**src/rtl/timer_pkg.sv**
```systemverilog
// Shared constants and helpers for the cascaded down-timer digit chain.
// Latency: n/a (compile-time only).
// Backpressure: n/a.
//   DIGIT_W    : default bits per digit
//   MODS_MMSS  : packed per-digit moduli for an MM:SS display (10, 6, 10, 10)
//   digit_mod(): extracts one digit's modulus from a packed MODS word
package timer_pkg;

    localparam int          DIGIT_W   = 4;
    localparam logic [15:0] MODS_MMSS = 16'hAA6A;

    // A modulus of exactly 2^dw cannot be written in dw bits, so an all-zero
    // field stands for 2^dw (a plain binary digit).
    function automatic int digit_mod(input logic [63:0] mods, input int idx, input int dw);
        logic [63:0] field;
        field = (mods >> (idx * dw)) & ((64'd1 << dw) - 64'd1);
        return (field == 64'd0) ? (1 << dw) : int'(field);
    endfunction

endpackage

```
**src/rtl/cascade_down_timer_if.sv**
```systemverilog
// Load/count/status bundle between the time-entry logic and the down-timer.
// Latency: n/a (signal grouping only).
// Backpressure: none; en is a plain per-cycle tick, tc is the borrow-out.
//   master : drives loadn, en, data; observes Dout, zero, done, tc
//   slave  : the timer itself
interface cascade_down_timer_if #(
    parameter int DIGITS = 4,
    parameter int DW     = 4
);
    logic                   loadn;
    logic                   en;
    logic [DIGITS*DW-1:0]   data;
    logic [DIGITS*DW-1:0]   Dout;
    logic                   zero;
    logic                   done;
    logic                   tc;

    modport master (output loadn, en, data, input Dout, zero, done, tc);
    modport slave  (input loadn, en, data, output Dout, zero, done, tc);
endinterface

```
**src/rtl/modn_digit.sv**
```systemverilog
// One modulo-MOD down-counting digit with saturating parallel load.
// Latency: q updates on the clock edge after load or borrow_in.
// Backpressure: none; borrow_out is combinational from borrow_in and q.
//   clock, clrn      : clock, async active-low reset (q -> 0)
//   load, ld_val     : parallel load; values >= MOD clamp to MOD-1
//   borrow_in        : decrement request; 0 reloads MOD-1
//   q, is_zero       : current digit and its zero flag
//   borrow_out       : borrow to the next more significant digit
module modn_digit #(
    parameter int DW  = 4,
    parameter int MOD = 10
) (
    input  logic          clock,
    input  logic          clrn,
    input  logic          load,
    input  logic [DW-1:0] ld_val,
    input  logic          borrow_in,
    output logic [DW-1:0] q,
    output logic          is_zero,
    output logic          borrow_out
);
    localparam int          MOD_M1 = MOD - 1;
    localparam logic [DW:0] MOD_W  = MOD[DW:0];
    localparam logic [DW-1:0] MAX_V = MOD_M1[DW-1:0];

    logic [DW-1:0] r_q;
    logic [DW-1:0] w_ld_sat;

    // Compare with one extra bit so a modulus of 2^DW never saturates.
    assign w_ld_sat = ({1'b0, ld_val} >= MOD_W) ? MAX_V : ld_val;

    always_ff @(posedge clock or negedge clrn) begin
        if (!clrn) begin
            r_q <= '0;
        end else if (load) begin
            r_q <= w_ld_sat;
        end else if (borrow_in) begin
            r_q <= (r_q == '0) ? MAX_V : r_q - DW'(1);
        end
    end

    assign q          = r_q;
    assign is_zero    = (r_q == '0);
    assign borrow_out = borrow_in & is_zero;
endmodule

```
**src/rtl/cascade_down_timer.sv**
```systemverilog
// Multi-digit cascaded down-counter with load, zero flag, done pulse and tc.
// Latency: Dout/zero/done update one clock after load or en; tc is same-cycle.
// Backpressure: none; with WRAP=0 an en at all-zero is absorbed (count holds).
//   clock, clrn : clock, async active-low reset (Dout=0, zero=1, done=0)
//   bus         : slave side of cascade_down_timer_if (loadn, en, data in;
//                 Dout, zero, done, tc out)
module cascade_down_timer
    import timer_pkg::*;
#(
    parameter int                   DIGITS = 4,
    parameter int                   DW     = DIGIT_W,
    parameter logic [DIGITS*DW-1:0] MODS   = MODS_MMSS,
    parameter bit                   WRAP   = 1'b0
) (
    input  logic                 clock,
    input  logic                 clrn,
    cascade_down_timer_if.slave  bus
);
    logic [DW-1:0]        w_q [DIGITS];
    logic [DIGITS:0]      w_borrow;
    logic [DIGITS-1:0]    w_dig_zero;
    logic [DIGITS*DW-1:0] w_dout;
    logic                 w_load;
    logic                 w_cnt;
    logic                 w_is_one;
    logic                 w_wrap;
    logic                 r_zero;
    logic                 r_done;

    assign w_load = ~bus.loadn;
    // Load wins over en; in hold mode an all-zero count swallows the tick.
    assign w_cnt       = bus.loadn & bus.en & (WRAP | ~r_zero);
    assign w_borrow[0] = w_cnt;

    for (genvar i = 0; i < DIGITS; i++) begin : g_digit
        modn_digit #(
            .DW  (DW),
            .MOD (digit_mod(64'(MODS), i, DW))
        ) u_digit (
            .clock      (clock),
            .clrn       (clrn),
            .load       (w_load),
            .ld_val     (bus.data[i*DW +: DW]),
            .borrow_in  (w_borrow[i]),
            .q          (w_q[i]),
            .is_zero    (w_dig_zero[i]),
            .borrow_out (w_borrow[i+1])
        );
        assign w_dout[i*DW +: DW] = w_q[i];
    end

    // Count value 1: digit 0 is one and every upper digit is zero.
    assign w_is_one = (w_q[0] == DW'(1)) & (&(w_dig_zero | DIGITS'(1)));
    // Borrow out of the top digit only happens when counting from all-zero.
    assign w_wrap   = w_borrow[DIGITS];

    // zero is tracked as the next-state of "Dout == 0" so it lands on the
    // same edge as the digits. Saturation never turns a non-zero digit into
    // zero, so on load the raw data decides it.
    always_ff @(posedge clock or negedge clrn) begin
        if (!clrn) begin
            r_zero <= 1'b1;
            r_done <= 1'b0;
        end else if (w_load) begin
            r_zero <= (bus.data == '0);
            r_done <= 1'b0;
        end else if (w_cnt) begin
            r_zero <= w_is_one | (r_zero & ~w_wrap);
            r_done <= w_is_one;
        end else begin
            r_done <= 1'b0;
        end
    end

    assign bus.Dout = w_dout;
    assign bus.zero = r_zero;
    assign bus.done = r_done;
    assign bus.tc   = bus.en & r_zero;
endmodule

```
**src/flat_wrapper.sv**
```systemverilog
// flat-port wrapper written by rule: the top's interface ports become plain ports
module cascade_down_timer_flat import timer_pkg::*;
#(
    parameter int                   DIGITS = 4,
    parameter int                   DW     = DIGIT_W,
    parameter logic [DIGITS*DW-1:0] MODS   = MODS_MMSS,
    parameter bit                   WRAP   = 1'b0
)
  (clock, clrn, bus_loadn, bus_en, bus_data, bus_Dout, bus_zero, bus_done, bus_tc);
  cascade_down_timer_if #(.DIGITS(DIGITS), .DW(DW)) bus_i ();
  input  logic clock;
  input  logic clrn;
  input wire logic [$bits(bus_i.loadn)-1:0] bus_loadn;
  input wire logic [$bits(bus_i.en)-1:0] bus_en;
  input wire logic [$bits(bus_i.data)-1:0] bus_data;
  output wire logic [$bits(bus_i.Dout)-1:0] bus_Dout;
  output wire logic [$bits(bus_i.zero)-1:0] bus_zero;
  output wire logic [$bits(bus_i.done)-1:0] bus_done;
  output wire logic [$bits(bus_i.tc)-1:0] bus_tc;
  assign bus_i.loadn = bus_loadn;
  assign bus_i.en = bus_en;
  assign bus_i.data = bus_data;
  assign bus_Dout = bus_i.Dout;
  assign bus_zero = bus_i.zero;
  assign bus_done = bus_i.done;
  assign bus_tc = bus_i.tc;
  cascade_down_timer #(.DIGITS(DIGITS), .DW(DW), .MODS(MODS), .WRAP(WRAP)) u_core (.clock(clock), .clrn(clrn), .bus(bus_i));
endmodule
```
**config.mk**
```make
export PLATFORM = sky130hd
export DESIGN_NAME = cascade_down_timer_flat
export DESIGN_NICKNAME = d
export VERILOG_FILES = /design/src/rtl/timer_pkg.sv /design/src/rtl/cascade_down_timer_if.sv /design/src/rtl/modn_digit.sv /design/src/rtl/cascade_down_timer.sv /design/src/flat_wrapper.sv
export SDC_FILE = /design/constraint.sdc
export NUM_CORES = 1
export LEC_CHECK = 0
export ABC_AREA = 1
export BUFFER_PORTS_ARGS = -buffer_cell sky130_fd_sc_hd__buf_2
export CAP_MARGIN = 10
export CELL_PAD_IN_SITES_DETAIL_PLACEMENT = 1
export CELL_PAD_IN_SITES_GLOBAL_PLACEMENT = 2
export CORE_ASPECT_RATIO = 2
export CORE_MARGIN = 3
export CORE_UTILIZATION = 27
export CTS_BUF_LIST = sky130_fd_sc_hd__clkbuf_8
export DETAILED_ROUTE_END_ITERATION = 10
export PLACE_DENSITY_LB_ADDON = 0.1
export SYNTH_ARGS = -nofsm -noshare
export SYNTH_HDL_FRONTEND = slang
export SYNTH_HIERARCHICAL = 1
export SYNTH_SLANG_ARGS = --single-unit
```
**constraint.sdc**
```tcl
create_clock -name clock -period 2.3 [get_ports clock]
set_clock_uncertainty 0.15 [all_clocks]
set_input_delay 0.46 -clock clock [delete_from_list [all_inputs] [get_ports clock]]
set_output_delay 0.46 -clock clock [all_outputs]
set_load 0.05 [all_outputs]
```
==> results_dict.tcl <==
set metrics [dict create \
    seqPwrFrac_pct 39.0 \
    cp_slowest_stage_delay_ps 460 \
    finalCriticalPeriod_ps 1943 \
    hold_slack_ps -10.32 \
    relSlewSlack_pct 69.96 \
    clock.fmax_mhz 514.7 \
    viasPerCell 4.647 \
    cts_tree "done" \
    cts_sinks 18 \
    rsz0062_at_grt "no" \
    cts_root_buffer "clkbuf_8" \
    die_w_um 54.57 \
    multi_input_area_um2 683.2 \
    die_area_um2 5627 \
    worstSetupEndpointType "flip-flop" \
    nFillCells 641 \
    finalSetupTns_ps 0 \
    p_sw_share_pct 43.53 \
    vias 1408 \
    p_leak_nw 0.8987 \
    dpl_cell_area_um2 1554 \
    pwr-share-comb_pct 38.9 \
    route.met3.wl_um 107 \
    required_ps 2330 \
    total_power_mw 1.040 \
    yosys_warnings 6 \
    drc 0 \
    h-tree-depth 1 \
    violations "hold timing" \
    criticalPathCategory "reg2reg" \
    clkLatencyLatePin_ps 250 \
    syn_nets 224 \
    drt_wl_total_mm 3.806 \
    synth_area_um2 1274 \
    crit_top_cell "nor2_1" \
    met1_length_mm 1.376 \
    hold_violations 9 \
    p_clk_share_pct 22.1 \
    slew_violations 0 \
    grt_pass1_vias 1516 \
    initial_core_util_pct 28.52 \
    numPortBuffers 38 \
    area_delta_synth_final_pct 25.54 \
    fin_crit_sh_pct 84.47 \
    ir_drop_v 0.0002947 \
    ant_nets 0 \
    final_area_um2 1599 \
    seqCellArea_um2 451.7 \
    top_layer_used "met4" \
    slowest_stage "dfrtp_1" \
    dr.pass1.iters 3 \
    startpoint_type "flip-flop" \
    clk_pin_slew_ps 70 \
    drv_cap 0 \
    final_cell_mix "61 x nand2_1, 38 x buf_2, 36 x inv_1" \
    fp.coreArea_um2 4467 \
    path_max_fanout 5 \
    drt_iter0_markers 10 \
    crit_chain "nor2_4 -> nand2_1 -> nor2_1 -> nand3_1 -> nor2_1 -> inv_1 -> nor2_1 -> nor2_1 -> inv_1 -> nor2_1 -> a21oi_1" \
    gp_congestion 0.7203 \
    grt_usage_pct 15.53 \
    p_sw_mw 0.4527 \
    wire_per_inst_um 12.56 \
    die_height_um 103.1 \
    hpwl_mm 3.162 \
    cts.path.max_buffers 2 \
    layout_commonest_cell "nand2_1" \
    grt_pass1_wl_mm 6.417 \
    io_pins 39 \
    setup_viol 0 \
    avgSynthCellArea_um2 6.244 \
    cts_inserted_buffers 3 \
    layout.nets 270 \
    dr_wl_met2_mm 2.261 \
    num_rows 34 \
    antenna_found_initial 0 \
    drive_above_1_share_pct 25.70 \
    overflow 0 \
    hold_path_class "in2async" \
    p_per_area_nw_per_um2 650.4 \
    synth_cells 204 \
    critPathArrivalTime_ps 1980 \
    r2r_cells 11 \
    intPower_mw 0.5872 \
    status "complete, but fails checks" \
    tightest_slew_ps 450.6 \
    diodes 0 \
    grt_max_degree 20 \
]
-- sequential cells by signal, summed over array words and instances (netlist names) --
name,count
u_core/g_digit.u_digit/q,16
u_core/bus.done,1
u_core/bus.zero,1
-- metal layers --
layer / vias to the layer above / global-route usage (%)
met4: 0 / 6.334
met5: - / 0
met2: 24 / 30.93
met3: 4 / 1.737
met1: 671 / 14.73
li1: 709 / -
-- path summary, 6_finish.rpt --
| path | startpoint | end | slack, ps |
|---|---|---|---|
| setup / recovery | u_core/g_digit[0].u_digit/q[1]$_DFFE_PN0P_ | u_core/g_digit[3].u_digit/q[2]$_DFFE_PN0P_ | 360 |
| hold reg to reg | u_core/g_digit[2].u_digit/q[3]$_DFFE_PN0P_ | u_core/g_digit[2].u_digit/q[3]$_DFFE_PN0P_ | 400 |
| max in group asynchronous | clrn | u_core/bus.zero$_DFFE_PN1P_ | 1660 |
| hold / removal | clrn | u_core/g_digit[1].u_digit/q[0]$_DFFE_PN0P_ | -10 |
| min in group clock | bus_data[4] | u_core/g_digit[1].u_digit/q[0]$_DFFE_PN0P_ | 350 |
| setup reg to reg | u_core/g_digit[0].u_digit/q[1]$_DFFE_PN0P_ | u_core/g_digit[3].u_digit/q[2]$_DFFE_PN0P_ | 360 |
-- final cells by class --
type	count	area share, %
tap	54	4.225
multi-input combinational	149	42.72
inverter	37	8.685
clock buffer	3	2.582
timing repair buffer	41	13.30
clock inverter	1	0.2347
sequential	18	28.25
-- power groups by stage --
stage | Combinational, mW | Clock, mW | Sequential (mW)
floorplan | 0.157 | 0 | 0.539
global placement | 0.412 | 0 | 0.413
detailed placement | 0.411 | 0 | 0.414
CTS | 0.412 | 0.243 | 0.408
global route | 0.450 | 0.256 | 0.413
finish | 0.404 | 0.230 | 0.406
-- per-stage QoR --
step / util (%) / cells / hold WS [ps] / setup slack [ps]
floorplan: - / 204 / 14.41 / 207.3
global placement: 34.79 / 299 / 289.0 / 266.6
detailed placement: 34.79 / 299 / 287.0 / 154.5
CTS: 35.80 / 303 / 0.8589 / 260.5
global route: 35.80 / 303 / 4.350 / 79.40
finish: 35.80 / 303 / -10.32 / 357.3
-- repair_timing --
action | 4_1_cts | 5_1_grt
endpoints found under the setup margin | 0 | 1
buffers inserted | 0 | 0
resized for setup | 0 | 1
hold buffers | 0 | 0
-- worst max-delay path, delay by kind of cell, from the launching register on --
family | cells | cell delay, ps
simple gates | 8 | 960
flops | 1 | 460
compound gates | 1 | 120
buf+inv | 2 | 200
Note: power is estimated with default switching activity, not from simulation.
